===== src/rtl/cpu_defs.sv =====
// Shared encodings for the iterative multiply/divide unit.
package cpu_defs;

    localparam int DATA_W = 32;

    typedef enum logic {
        OP_MUL = 1'b0,
        OP_DIV = 1'b1
    } op_t;

    typedef enum logic [1:0] {
        IDLE  = 2'd0,
        CALC  = 2'd1,
        FIXUP = 2'd2
    } state_t;

endpackage


===== src/rtl/div_step.sv =====
// One restoring-division step on unsigned magnitudes.
module div_step
    import cpu_defs::*;
#(
    parameter int WIDTH = DATA_W
) (
    input  logic [WIDTH-1:0] rem_in,
    input  logic             dividend_bit,
    input  logic [WIDTH-1:0] divisor,
    output logic [WIDTH-1:0] rem_out,
    output logic             quo_bit
);

    logic [WIDTH:0] shifted;
    logic [WIDTH:0] trial;

    // Shift in the next dividend bit and keep the trial difference if it did not borrow.
    always_comb begin
        shifted = {rem_in, dividend_bit};
        trial   = shifted - {1'b0, divisor};
        quo_bit = ~trial[WIDTH];
        rem_out = quo_bit ? trial[WIDTH-1:0] : shifted[WIDTH-1:0];
    end

endmodule


===== src/rtl/iter_muldiv.sv =====
// Iterative signed multiply (radix-2 Booth) / divide (restoring) unit feeding the Z pair.
module iter_muldiv
    import cpu_defs::*;
#(
    parameter int WIDTH = DATA_W
) (
    input  logic             clock,
    input  logic             clear_n,
    input  logic             start,
    input  logic             op,
    input  logic [WIDTH-1:0] operand_a,
    input  logic [WIDTH-1:0] operand_b,
    output logic             busy,
    output logic             done,
    output logic             div_by_zero,
    output logic [WIDTH-1:0] z_high,
    output logic [WIDTH-1:0] z_low
);

    localparam int CW = $clog2(WIDTH);

    state_t             state;
    state_t             state_next;
    op_t                op_q;
    logic [WIDTH-1:0]   a_q;
    logic [WIDTH-1:0]   b_q;
    logic [CW-1:0]      count;
    // Multiply: {P_hi, P_lo, q-1}. Divide: {0, remainder, dividend/quotient shift register}.
    logic [2*WIDTH:0]   acc;

    logic               accept;
    logic               calc_step;
    logic               commit;
    logic               start_dbz;

    logic [2*WIDTH:0]   acc_init;
    logic [2*WIDTH:0]   acc_step;
    logic [WIDTH:0]     booth_sum;
    logic [WIDTH-1:0]   a_in_mag;
    logic [WIDTH-1:0]   b_mag;
    logic [WIDTH-1:0]   rem_next;
    logic               quo_bit;
    logic               fix_dbz;
    logic [WIDTH-1:0]   fix_high;
    logic [WIDTH-1:0]   fix_low;

    assign start_dbz = (op_t'(op) == OP_DIV) && (operand_b == '0);

    // State register.
    always_ff @(posedge clock or negedge clear_n) begin
        if (!clear_n) begin
            state <= IDLE;
        end else begin
            // NOTE: sequential state uses non-blocking assignment so every flop samples pre-edge values.
            state <= state_next;
        end
    end

    // Next-state logic.
    always_comb begin
        // NOTE: default first so no path leaves state_next unassigned (no latch).
        state_next = state;
        case (state)
            IDLE:    if (start) state_next = start_dbz ? FIXUP : CALC;
            CALC:    if (count == CW'(WIDTH - 1)) state_next = FIXUP;
            FIXUP:   state_next = IDLE;
            default: state_next = IDLE;
        endcase
    end

    // FSM strobes for the datapath.
    always_comb begin
        accept    = (state == IDLE) && start;
        calc_step = (state == CALC);
        commit    = (state == FIXUP);
    end

    // Accumulator load value on the start edge.
    always_comb begin
        a_in_mag = operand_a[WIDTH-1] ? -operand_a : operand_a;
        if (op_t'(op) == OP_DIV) acc_init = {1'b0, {WIDTH{1'b0}}, a_in_mag};
        else                     acc_init = {{WIDTH{1'b0}}, operand_b, 1'b0};
    end

    div_step #(.WIDTH(WIDTH)) u_div_step (
        .rem_in       (acc[2*WIDTH-1:WIDTH]),
        .dividend_bit (acc[WIDTH-1]),
        .divisor      (b_mag),
        .rem_out      (rem_next),
        .quo_bit      (quo_bit)
    );

    // One Booth step (add/subtract multiplicand, arithmetic shift) or one restoring step.
    always_comb begin
        b_mag = b_q[WIDTH-1] ? -b_q : b_q;
        case (acc[1:0])
            2'b01:   booth_sum = {acc[2*WIDTH], acc[2*WIDTH:WIDTH+1]} + {a_q[WIDTH-1], a_q};
            2'b10:   booth_sum = {acc[2*WIDTH], acc[2*WIDTH:WIDTH+1]} - {a_q[WIDTH-1], a_q};
            default: booth_sum = {acc[2*WIDTH], acc[2*WIDTH:WIDTH+1]};
        endcase
        // The 33-bit sum is exact, so its LSB shifts into P_lo without overflow.
        if (op_q == OP_DIV) acc_step = {1'b0, rem_next, acc[WIDTH-2:0], quo_bit};
        else                acc_step = {booth_sum, acc[WIDTH:1]};
    end

    // Final sign correction and divide-by-zero result.
    always_comb begin
        fix_dbz  = (op_q == OP_DIV) && (b_q == '0);
        fix_high = acc[2*WIDTH:WIDTH+1];
        fix_low  = acc[WIDTH:1];
        if (fix_dbz) begin
            fix_high = a_q;
            fix_low  = '1;
        end else if (op_q == OP_DIV) begin
            fix_low  = (a_q[WIDTH-1] ^ b_q[WIDTH-1]) ? -acc[WIDTH-1:0] : acc[WIDTH-1:0];
            fix_high = a_q[WIDTH-1] ? -acc[2*WIDTH-1:WIDTH] : acc[2*WIDTH-1:WIDTH];
        end
    end

    // Operand latches, iteration, and registered outputs.
    always_ff @(posedge clock or negedge clear_n) begin
        if (!clear_n) begin
            // NOTE: every datapath flop is reset so an abort leaves no stale result visible.
            op_q        <= OP_MUL;
            a_q         <= '0;
            b_q         <= '0;
            count       <= '0;
            acc         <= '0;
            busy        <= 1'b0;
            done        <= 1'b0;
            div_by_zero <= 1'b0;
            z_high      <= '0;
            z_low       <= '0;
        end else begin
            done <= commit;
            if (accept) begin
                op_q        <= op_t'(op);
                a_q         <= operand_a;
                b_q         <= operand_b;
                count       <= '0;
                acc         <= acc_init;
                busy        <= 1'b1;
                div_by_zero <= 1'b0;
            end
            if (calc_step) begin
                acc   <= acc_step;
                count <= count + CW'(1);
            end
            if (commit) begin
                z_high      <= fix_high;
                z_low       <= fix_low;
                div_by_zero <= fix_dbz;
                busy        <= 1'b0;
            end
        end
    end

endmodule


===== config.mk =====
export PLATFORM = sky130hd
export DESIGN_NAME = iter_muldiv
export DESIGN_NICKNAME = d
export VERILOG_FILES = /design/src/rtl/cpu_defs.sv /design/src/rtl/div_step.sv /design/src/rtl/iter_muldiv.sv
export SDC_FILE = /design/constraint.sdc
export NUM_CORES = 1
export LEC_CHECK = 0
export BUFFER_PORTS_ARGS = -buffer_cell sky130_fd_sc_hd__buf_4
export CAP_MARGIN = 15
export CORE_MARGIN = 2
export CORE_UTILIZATION = 55
export CTS_CLUSTER_DIAMETER = 200
export DETAILED_ROUTE_END_ITERATION = 6
export PLACE_DENSITY = 0.77
export SLEW_MARGIN = 20
export SYNTH_ARGS = -nofsm -noshare
export SYNTH_HDL_FRONTEND = slang
export SYNTH_SLANG_ARGS = --single-unit

===== constraint.sdc =====
create_clock -name clock -period 5.12 [get_ports clock]
set_clock_uncertainty 0.05 [all_clocks]
set_input_delay 0.512 -clock clock [delete_from_list [all_inputs] [get_ports clock]]
set_output_delay 0.512 -clock clock [all_outputs]
set_load 0.01 [all_outputs]

# Word level (Yosys, flattened, before mapping)
# Cells that the tools add are included.
op_classes:
  multipliers: 0
  shift: 0
  n_eq_ne: 8
  div_mod_pow: 0
  n_lt_le_gt_ge: 0
  bitwise_logic: 2
  n_reduce_logical: 10
  addsub: 8
  n_mux: 24
op_table:
  columns: ["cell", "n"]
  rows:
  - ["32-bit 2-to-1 mux", 9]
  - ["65-bit 2-to-1 mux", 3]
  - ["32-bit negation", 4]
  - ["33-bit case mux with 2 select lines", 1]
  - ["32-bit zero test", 2]
  - ["32-bit by 32-bit adder with 33-bit output", 1]
  - ["33-bit 2-to-1 mux", 1]
  - ["32-bit by 32-bit subtractor with 33-bit output", 1]
  - ["33-bit by 32-bit subtractor with 33-bit output", 1]
  - ["5-bit 2-to-1 mux", 2]
  - ["2-bit 2-to-1 mux", 3]
  - ["5-bit by 1-bit adder with 5-bit output, second input constant", 1]
  - ["5-bit == test, second input constant", 1]
  - ["2-bit by 1-bit == test with 1-bit output, second input constant", 2]
  - ["2-bit == test, second input constant", 2]
  - ["1-bit 2-to-1 mux", 4]
  - ["4-bit by 2-bit != test with 1-bit output, second input constant", 1]
  - ["2-bit case mux with 2 select lines", 1]
  - ["2-bit AND reduction", 2]
  - ["2-bit nonzero test", 2]
  - ["1-bit logical AND", 3]
  - ["2-bit zero test", 1]
  - ["2-bit by 1-bit != test with 1-bit output, second input constant", 1]
  - ["2-bit != test, second input constant", 1]
  - ["2 further kinds", 2]
word_totals:
  output_inout_bits: 67
  regBits: 204
  n_memories: 0
  latch_bits: 0
  ram_bits: 0
  rom_bits: 0

# Depth between registers and ports, before layout
depth:
  ltp_word: 6
  mapped_depth: 21
  mapped_depth_nobuf: 19

# Modules after synthesis
# Synthesis repeated with hierarchy kept, for this count alone.
hier_totals:
  cells_unflattened: 2220
  area_unflattened_um2: 17290.3
by_module_without_submodules:
  columns: ["module", "cells_per_inst", "area_each_um2", "instances"]
  rows:
  - ["iter_muldiv", 1912, 14984.4, 1]
  - ["div_step", 308, 2306.0, 1]

# Worst setup path before layout
# Ideal clock, no wire load.
synth_path:
  path_kind: "register to register"
  start: "register b_q[15]"
  end: "register acc[61]"
  required_time_ps: 4980
  arrival_time_ps: 5182
  slack_ps: -202
  setup_ps: 90
  synth_period_minus_slack_ps: 5322
  stages_incl_launch_ff: 19
  path_cell_list: "dfrtp_1 or4_1 or3_1 or3_1 or3_1 or3_1 nand2_1 xor2_1 ha_1 clkbuf_1 and3_1 nand2_1 nor3_1 a211oi_1 xnor2_1 clkbuf_1 clkbuf_1 nand3_1 o221ai_1"
synth_via:
  elab_chain_len: 6
synth_rtl:
  columns: ["item", "line", "text"]
  rows:
  - ["from (decl)", "iter_muldiv.sv:26", "logic [WIDTH-1:0] b_q;"]
  - ["from (signal assigned)", "iter_muldiv.sv:139", "b_q <= operand_b;"]
  - ["32-bit negation", "iter_muldiv.sv:95", "b_mag = b_q[WIDTH-1] ? -b_q : b_q;"]
  - ["32-bit 2-to-1 mux (*)", "iter_muldiv.sv:95", null]
  - ["33-bit by 32-bit subtractor with 33-bit output (*)", "div_step.sv:20", "trial = shifted - {1'b0, divisor};"]
  - ["32-bit 2-to-1 mux (*)", "div_step.sv:22", "rem_out = quo_bit ? trial[WIDTH-1:0] : shifted[WIDTH-1:0];"]
  - ["65-bit 2-to-1 mux (*)", "iter_muldiv.sv:102", "if (op_q == OP_DIV) acc_step = {1'b0, rem_next, acc[WIDTH-2:0], quo_bit};"]
  - ["65-bit 2-to-1 mux (*)", "iter_muldiv.sv:145", "if (calc_step) begin"]
  - ["to (signal assigned)", "iter_muldiv.sv:141", "acc <= acc_init;"]
  - ["to (signal assigned)", "iter_muldiv.sv:146", "acc <= acc_step;"]
  - ["to (decl)", "iter_muldiv.sv:29", "logic [2*WIDTH:0] acc;"]
# Every way passes the cells marked *; elsewhere a longest branch is shown, timed or not.
# A chain may end at the register's enable or synchronous reset.

# Worst setup path after layout
layout_path:
  start: "register b_q[3]"
  end: "register acc[48]"
# The elaborated chain is that of the path after synthesis.

==> results.txt <==
- Count of warnings emitted by yosys: 0
- Transition at the pin with the smallest max-transition slack: 0.9334 ns
- When the netlist entered floorplanning its net count stood at 2300.
- Wire length of the first global-routing pass: 86950 µm
* Origin of the worst setup path: b_q[3]$_DFFE_PN0P_
* Worst slew margin relative to its limit: 37.78%
* Failing checks: negative hold slack
* Worst endpoint required time: 5.49 ns
* Worst setup EP type: flop
- For this run the aggregate overflow at the end of global routing stands at 0.
- Chip Width: 178.8 µm
- Antenna viol nets, final: 0
- Of the available clock period, the critical path in the final layout requires 97.52%.
- Main area contributors after synthesis: sky130_fd_sc_hd__dfrtp_1 (30%), sky130_fd_sc_hd__nand2_1 (8.7%), sky130_fd_sc_hd__xor2_1 (5.7%)
- The run finished, with violations left.
- Endpoint of the worst-slack reg-to-reg timing path: acc[48]$_DFFE_PN0P_
- Measured along the y axis, the die boundary spans 178.8 µm.
- Counting along the longest clock path gives a buffer depth of 3.
- Along the worst path, the maximum fanout reaches 6.
- Across the run, the number of max-cap violations was 0.
* Vias per Instance: 6.437
* Library cell occupying the most area in the post-synthesis netlist: sky130_fd_sc_hd__dfrtp_1
- The post-route netlist has 12.64% of its cells at a drive strength greater than 1.
* Maximum clock frequency: 200.3 MHz
- Count of buffers inserted at the top-level ports: 134
* Synthesized cell area: 0.01680 mm²
* TritonCTS clock tree: done
* Cell chain of the critical path: nor4_2 -> nand3b_1 -> nand2b_4 -> or4_4 -> or3_4 -> or3_4 -> o31ai_4 -> xor2_1 -> ha_1 -> o21a_1 -> o21ai_2 -> a21oi_2 -> a211oi_1 -> buf_4 -> xnor2_4 -> buf_12 -> mux2i_1 -> a211oi_1 -> a31o_2
- The cell count after synthesis came out at 2158.
- Final wirelength: 56810 µm
- For this configuration, the core starts out at a cell density of 56.24%.
* Average size of a mapped cell: 7.786 µm²
- The number of antenna diodes in the final layout is 0.
* CP Class: reg -> reg
* Share of Yosys cell area claimed by the top area cell type: 30.38%
- Subtracting the final worst setup slack from the clock period gives 4.993 ns.
* Hold crit path type: in -> async
- Total I/O pin count: 135
* Worst setup slack for register-to-register paths: 0.13 ns
- For this run, the slowest stage of the critical path takes 0.46 ns.
* Drt initial violations: 1921
- Finished Cell Area: 0.01919 mm²
- The count of final max-slew check failures was 0.
- In the synthesized netlist the dominant register cell turns out to be sky130_fd_sc_hd__dfrtp_1.
* Root buf cell: sky130_fd_sc_hd__clkbuf_16
* Clock transition at the registers of the reported paths: 0.06 ns
- Data on the critical path arrives at its endpoint at 5.36 ns.
* Post-detailed-placement cell area: 0.01803 mm²
* Post-route setup TNS: 0 ns
* Via total after detailed routing: 16820
- Entering global routing, the biggest net connects 104 pins.
- Buffers inserted to repair hold after CTS numbered 0.
- Sequential element share of the synthesized area: 30.38%
- Total Die Area: 0.03196 mm²
- Kind of start point of the critical path: flop
- 1st-pass router iterations: 6
- For this run, asynchronously set or reset flops after synthesis account for 100.0%.
- Depth of the worst register-to-register path: 19
- Worst slack on hold paths: -0.006812 ns
- Global placer's final weighted congestion: 1.030
- Slowest cell on the critical path: sky130_fd_sc_hd__or4_4
- Setup repair after global routing could not meet its margin everywhere.
- Placed wire-length estimate after detailed placement: 41890 µm
* Core ar.: 0.02987 mm²
* Clk sinks: 204
* Vias in the first global route: 15481
- Routed wirelength normalized by instance count: 21.74 µm
- Setup violations remaining at the end of the flow were counted as 0.
- In this run, distinct cell masters in the synthesized netlist total 72.
- Fill cells in the final layout number 2526.
* Number of antenna violations at the first check in global routing: 2
- Reg-to-reg critical path startpoint: b_q[3]$_DFFE_PN0P_
* Source-to-sink clock delay at the later pin of the worst-skew pair: 0.54 ns
* DRC: 0
* Maximum level of the CTS H-tree: 1
- Layout Nets: 2351
- After synthesis the netlist holds a flip-flop and latch count of 204.
* Post-synth EDFFs: 0
- Final count of hold timing violations: 5
* Number of cell rows: 63
- Counting the buffers created by CTS gives 25.
- From synthesis to final layout, the design area changed by 14.24%.
- Global routing used 34.85% of the available tracks across all layers.
## critical path, delay by kind of cell, from the launching register on
family	cells	cell delay (ns)
XOR/XNOR	2	0.52
AND/OR/NAND/NOR	6	1.99
buffers and inverters	2	0.35
flip-flops	1	0.41
adder cells (fa/ha/maj)	1	0.37
AO/OA/AOI/OAI	7	0.98
multiplexers	1	0.20
## registers in the layout, summed over array words and instances, names as in the netlist
register and cells:
acc 65, a_q 32, b_q 32, z_high 32, z_low 32, count 5
state 2, busy 1, div_by_zero 1, done 1, op_q 1
## per-stage QoR
step	std cells	hold slack, ns	setup WS, ns	util [%]
finish	2613	-0.006812	0.1271	64.25
floorplan	2158	0.1664	0.03258	-
global route	2613	0.09423	-0.03932	64.25
CTS	2597	0.04614	0.02038	63.12
detailed placement	2556	0.4075	0.07970	60.36
global placement	2556	0.4055	0.1329	60.36
## worst max-delay path by stage
stage,end,slack [ns],cells after the start
CTS,acc[56]$_DFFE_PN0P_,0.02,19
global route,acc[60]$_DFFE_PN0P_,-0.04,19
global placement,acc[42]$_DFFE_PN0P_,0.13,19
finish,acc[48]$_DFFE_PN0P_,0.13,19
floorplan,acc[61]$_DFFE_PN0P_,0.03,18
detailed placement,acc[42]$_DFFE_PN0P_,0.08,18
## kinds of logic after synthesis
family | count (synthesis) | synth area share, %
simple gates | 782 | 20.85
compound gates | 630 | 23.91
flops | 204 | 30.38
xor+xnor | 200 | 10.43
buf+inv | 197 | 4.565
fa+ha+maj | 74 | 5.600
mux | 71 | 4.260
## metal layers
layer	vias to the layer above	global-route usage (%)	share of wire (%)
met2	890	52.40	43
met4	4	12.77	4.0
li1	7790	-	-
met1	7991	48.35	42
met5	-	0	0.060
met3	145	8.779	11
## cell type report
class / count / area [µm²] / area share, %
inverter: 38 / 142.6 / 0.7432
clock buffer: 30 / 654.4 / 3.409
timing repair buffer: 183 / 1495 / 7.790
sequential: 204 / 5109 / 26.62
clock inverter: 11 / 170.2 / 0.8866
tap: 390 / 488.0 / 2.542
multi-input combinational: 1757 / 11130 / 58.01
## synth_stat cells, types with 4 or more instances
cell type / n
sky130_fd_sc_hd__o21ai_1: 30
sky130_fd_sc_hd__a22oi_1: 5
sky130_fd_sc_hd__nor3b_1: 7
sky130_fd_sc_hd__nand4_1: 9
sky130_fd_sc_hd__a31o_2: 4
sky130_fd_sc_hd__or2_2: 5
sky130_fd_sc_hd__nor2b_1: 18
sky130_fd_sc_hd__a221o_1: 9
sky130_fd_sc_hd__nor2_1: 171
sky130_fd_sc_hd__o21a_1: 17
sky130_fd_sc_hd__o211ai_1: 12
sky130_fd_sc_hd__mux2i_1: 67
sky130_fd_sc_hd__dfrtp_1: 204
sky130_fd_sc_hd__or4_1: 23
sky130_fd_sc_hd__inv_1: 37
sky130_fd_sc_hd__o21ai_0: 148
sky130_fd_sc_hd__buf_4: 4
sky130_fd_sc_hd__nor3_1: 37
sky130_fd_sc_hd__nand3_1: 39
sky130_fd_sc_hd__nand2b_1: 18
sky130_fd_sc_hd__a211o_1: 7
sky130_fd_sc_hd__buf_1: 11
sky130_fd_sc_hd__nand2_1: 389
sky130_fd_sc_hd__clkbuf_1: 139
sky130_fd_sc_hd__buf_2: 4
sky130_fd_sc_hd__o31a_1: 5
sky130_fd_sc_hd__ha_1: 72
sky130_fd_sc_hd__a31oi_1: 10
sky130_fd_sc_hd__o31ai_1: 38
sky130_fd_sc_hd__o41ai_1: 18
sky130_fd_sc_hd__o21bai_1: 7
sky130_fd_sc_hd__or3_1: 19
sky130_fd_sc_hd__mux2_2: 4
sky130_fd_sc_hd__a21oi_1: 165
sky130_fd_sc_hd__nor4_1: 19
sky130_fd_sc_hd__a21o_1: 33
sky130_fd_sc_hd__xnor2_1: 90
sky130_fd_sc_hd__o221ai_1: 34
sky130_fd_sc_hd__a2111oi_0: 8
sky130_fd_sc_hd__a221oi_1: 4
sky130_fd_sc_hd__a211oi_1: 54
sky130_fd_sc_hd__and3_1: 8
sky130_fd_sc_hd__xor2_1: 110
## cells in the final DEF (no fill, tap or decap), types with 10 or more instances in the layout
cell and count:
sky130_fd_sc_hd__o21a_1 17, sky130_fd_sc_hd__buf_4 174, sky130_fd_sc_hd__a21o_1 33, sky130_fd_sc_hd__nand3_1 39
sky130_fd_sc_hd__mux2i_1 66, sky130_fd_sc_hd__o41ai_1 17, sky130_fd_sc_hd__a31oi_1 10, sky130_fd_sc_hd__o31ai_1 36
sky130_fd_sc_hd__a211oi_1 54, sky130_fd_sc_hd__nand2b_1 14, sky130_fd_sc_hd__a21oi_1 163, sky130_fd_sc_hd__or4_1 21
sky130_fd_sc_hd__xor2_1 110, sky130_fd_sc_hd__ha_1 67, sky130_fd_sc_hd__nor4_1 18, sky130_fd_sc_hd__dfrtp_1 203
sky130_fd_sc_hd__nand2_1 388, sky130_fd_sc_hd__nor2b_1 16, sky130_fd_sc_hd__nor2_1 169, sky130_fd_sc_hd__o21ai_0 142
sky130_fd_sc_hd__clkbuf_16 28, sky130_fd_sc_hd__inv_1 37, sky130_fd_sc_hd__or3_1 14, sky130_fd_sc_hd__xnor2_1 88
sky130_fd_sc_hd__o21ai_1 35, sky130_fd_sc_hd__o211ai_1 12, sky130_fd_sc_hd__nor3_1 36, sky130_fd_sc_hd__o221ai_1 34
## timing repair
item,4_1_cts,5_1_grt
setup endpoints to repair,0,33
resized for setup,0,39
endpoints found under the hold margin,0,0
setup buffers,0,13
Power is not shown: default switching activity piles up to over one toggle a cycle in this logic, so the estimate is an artifact.
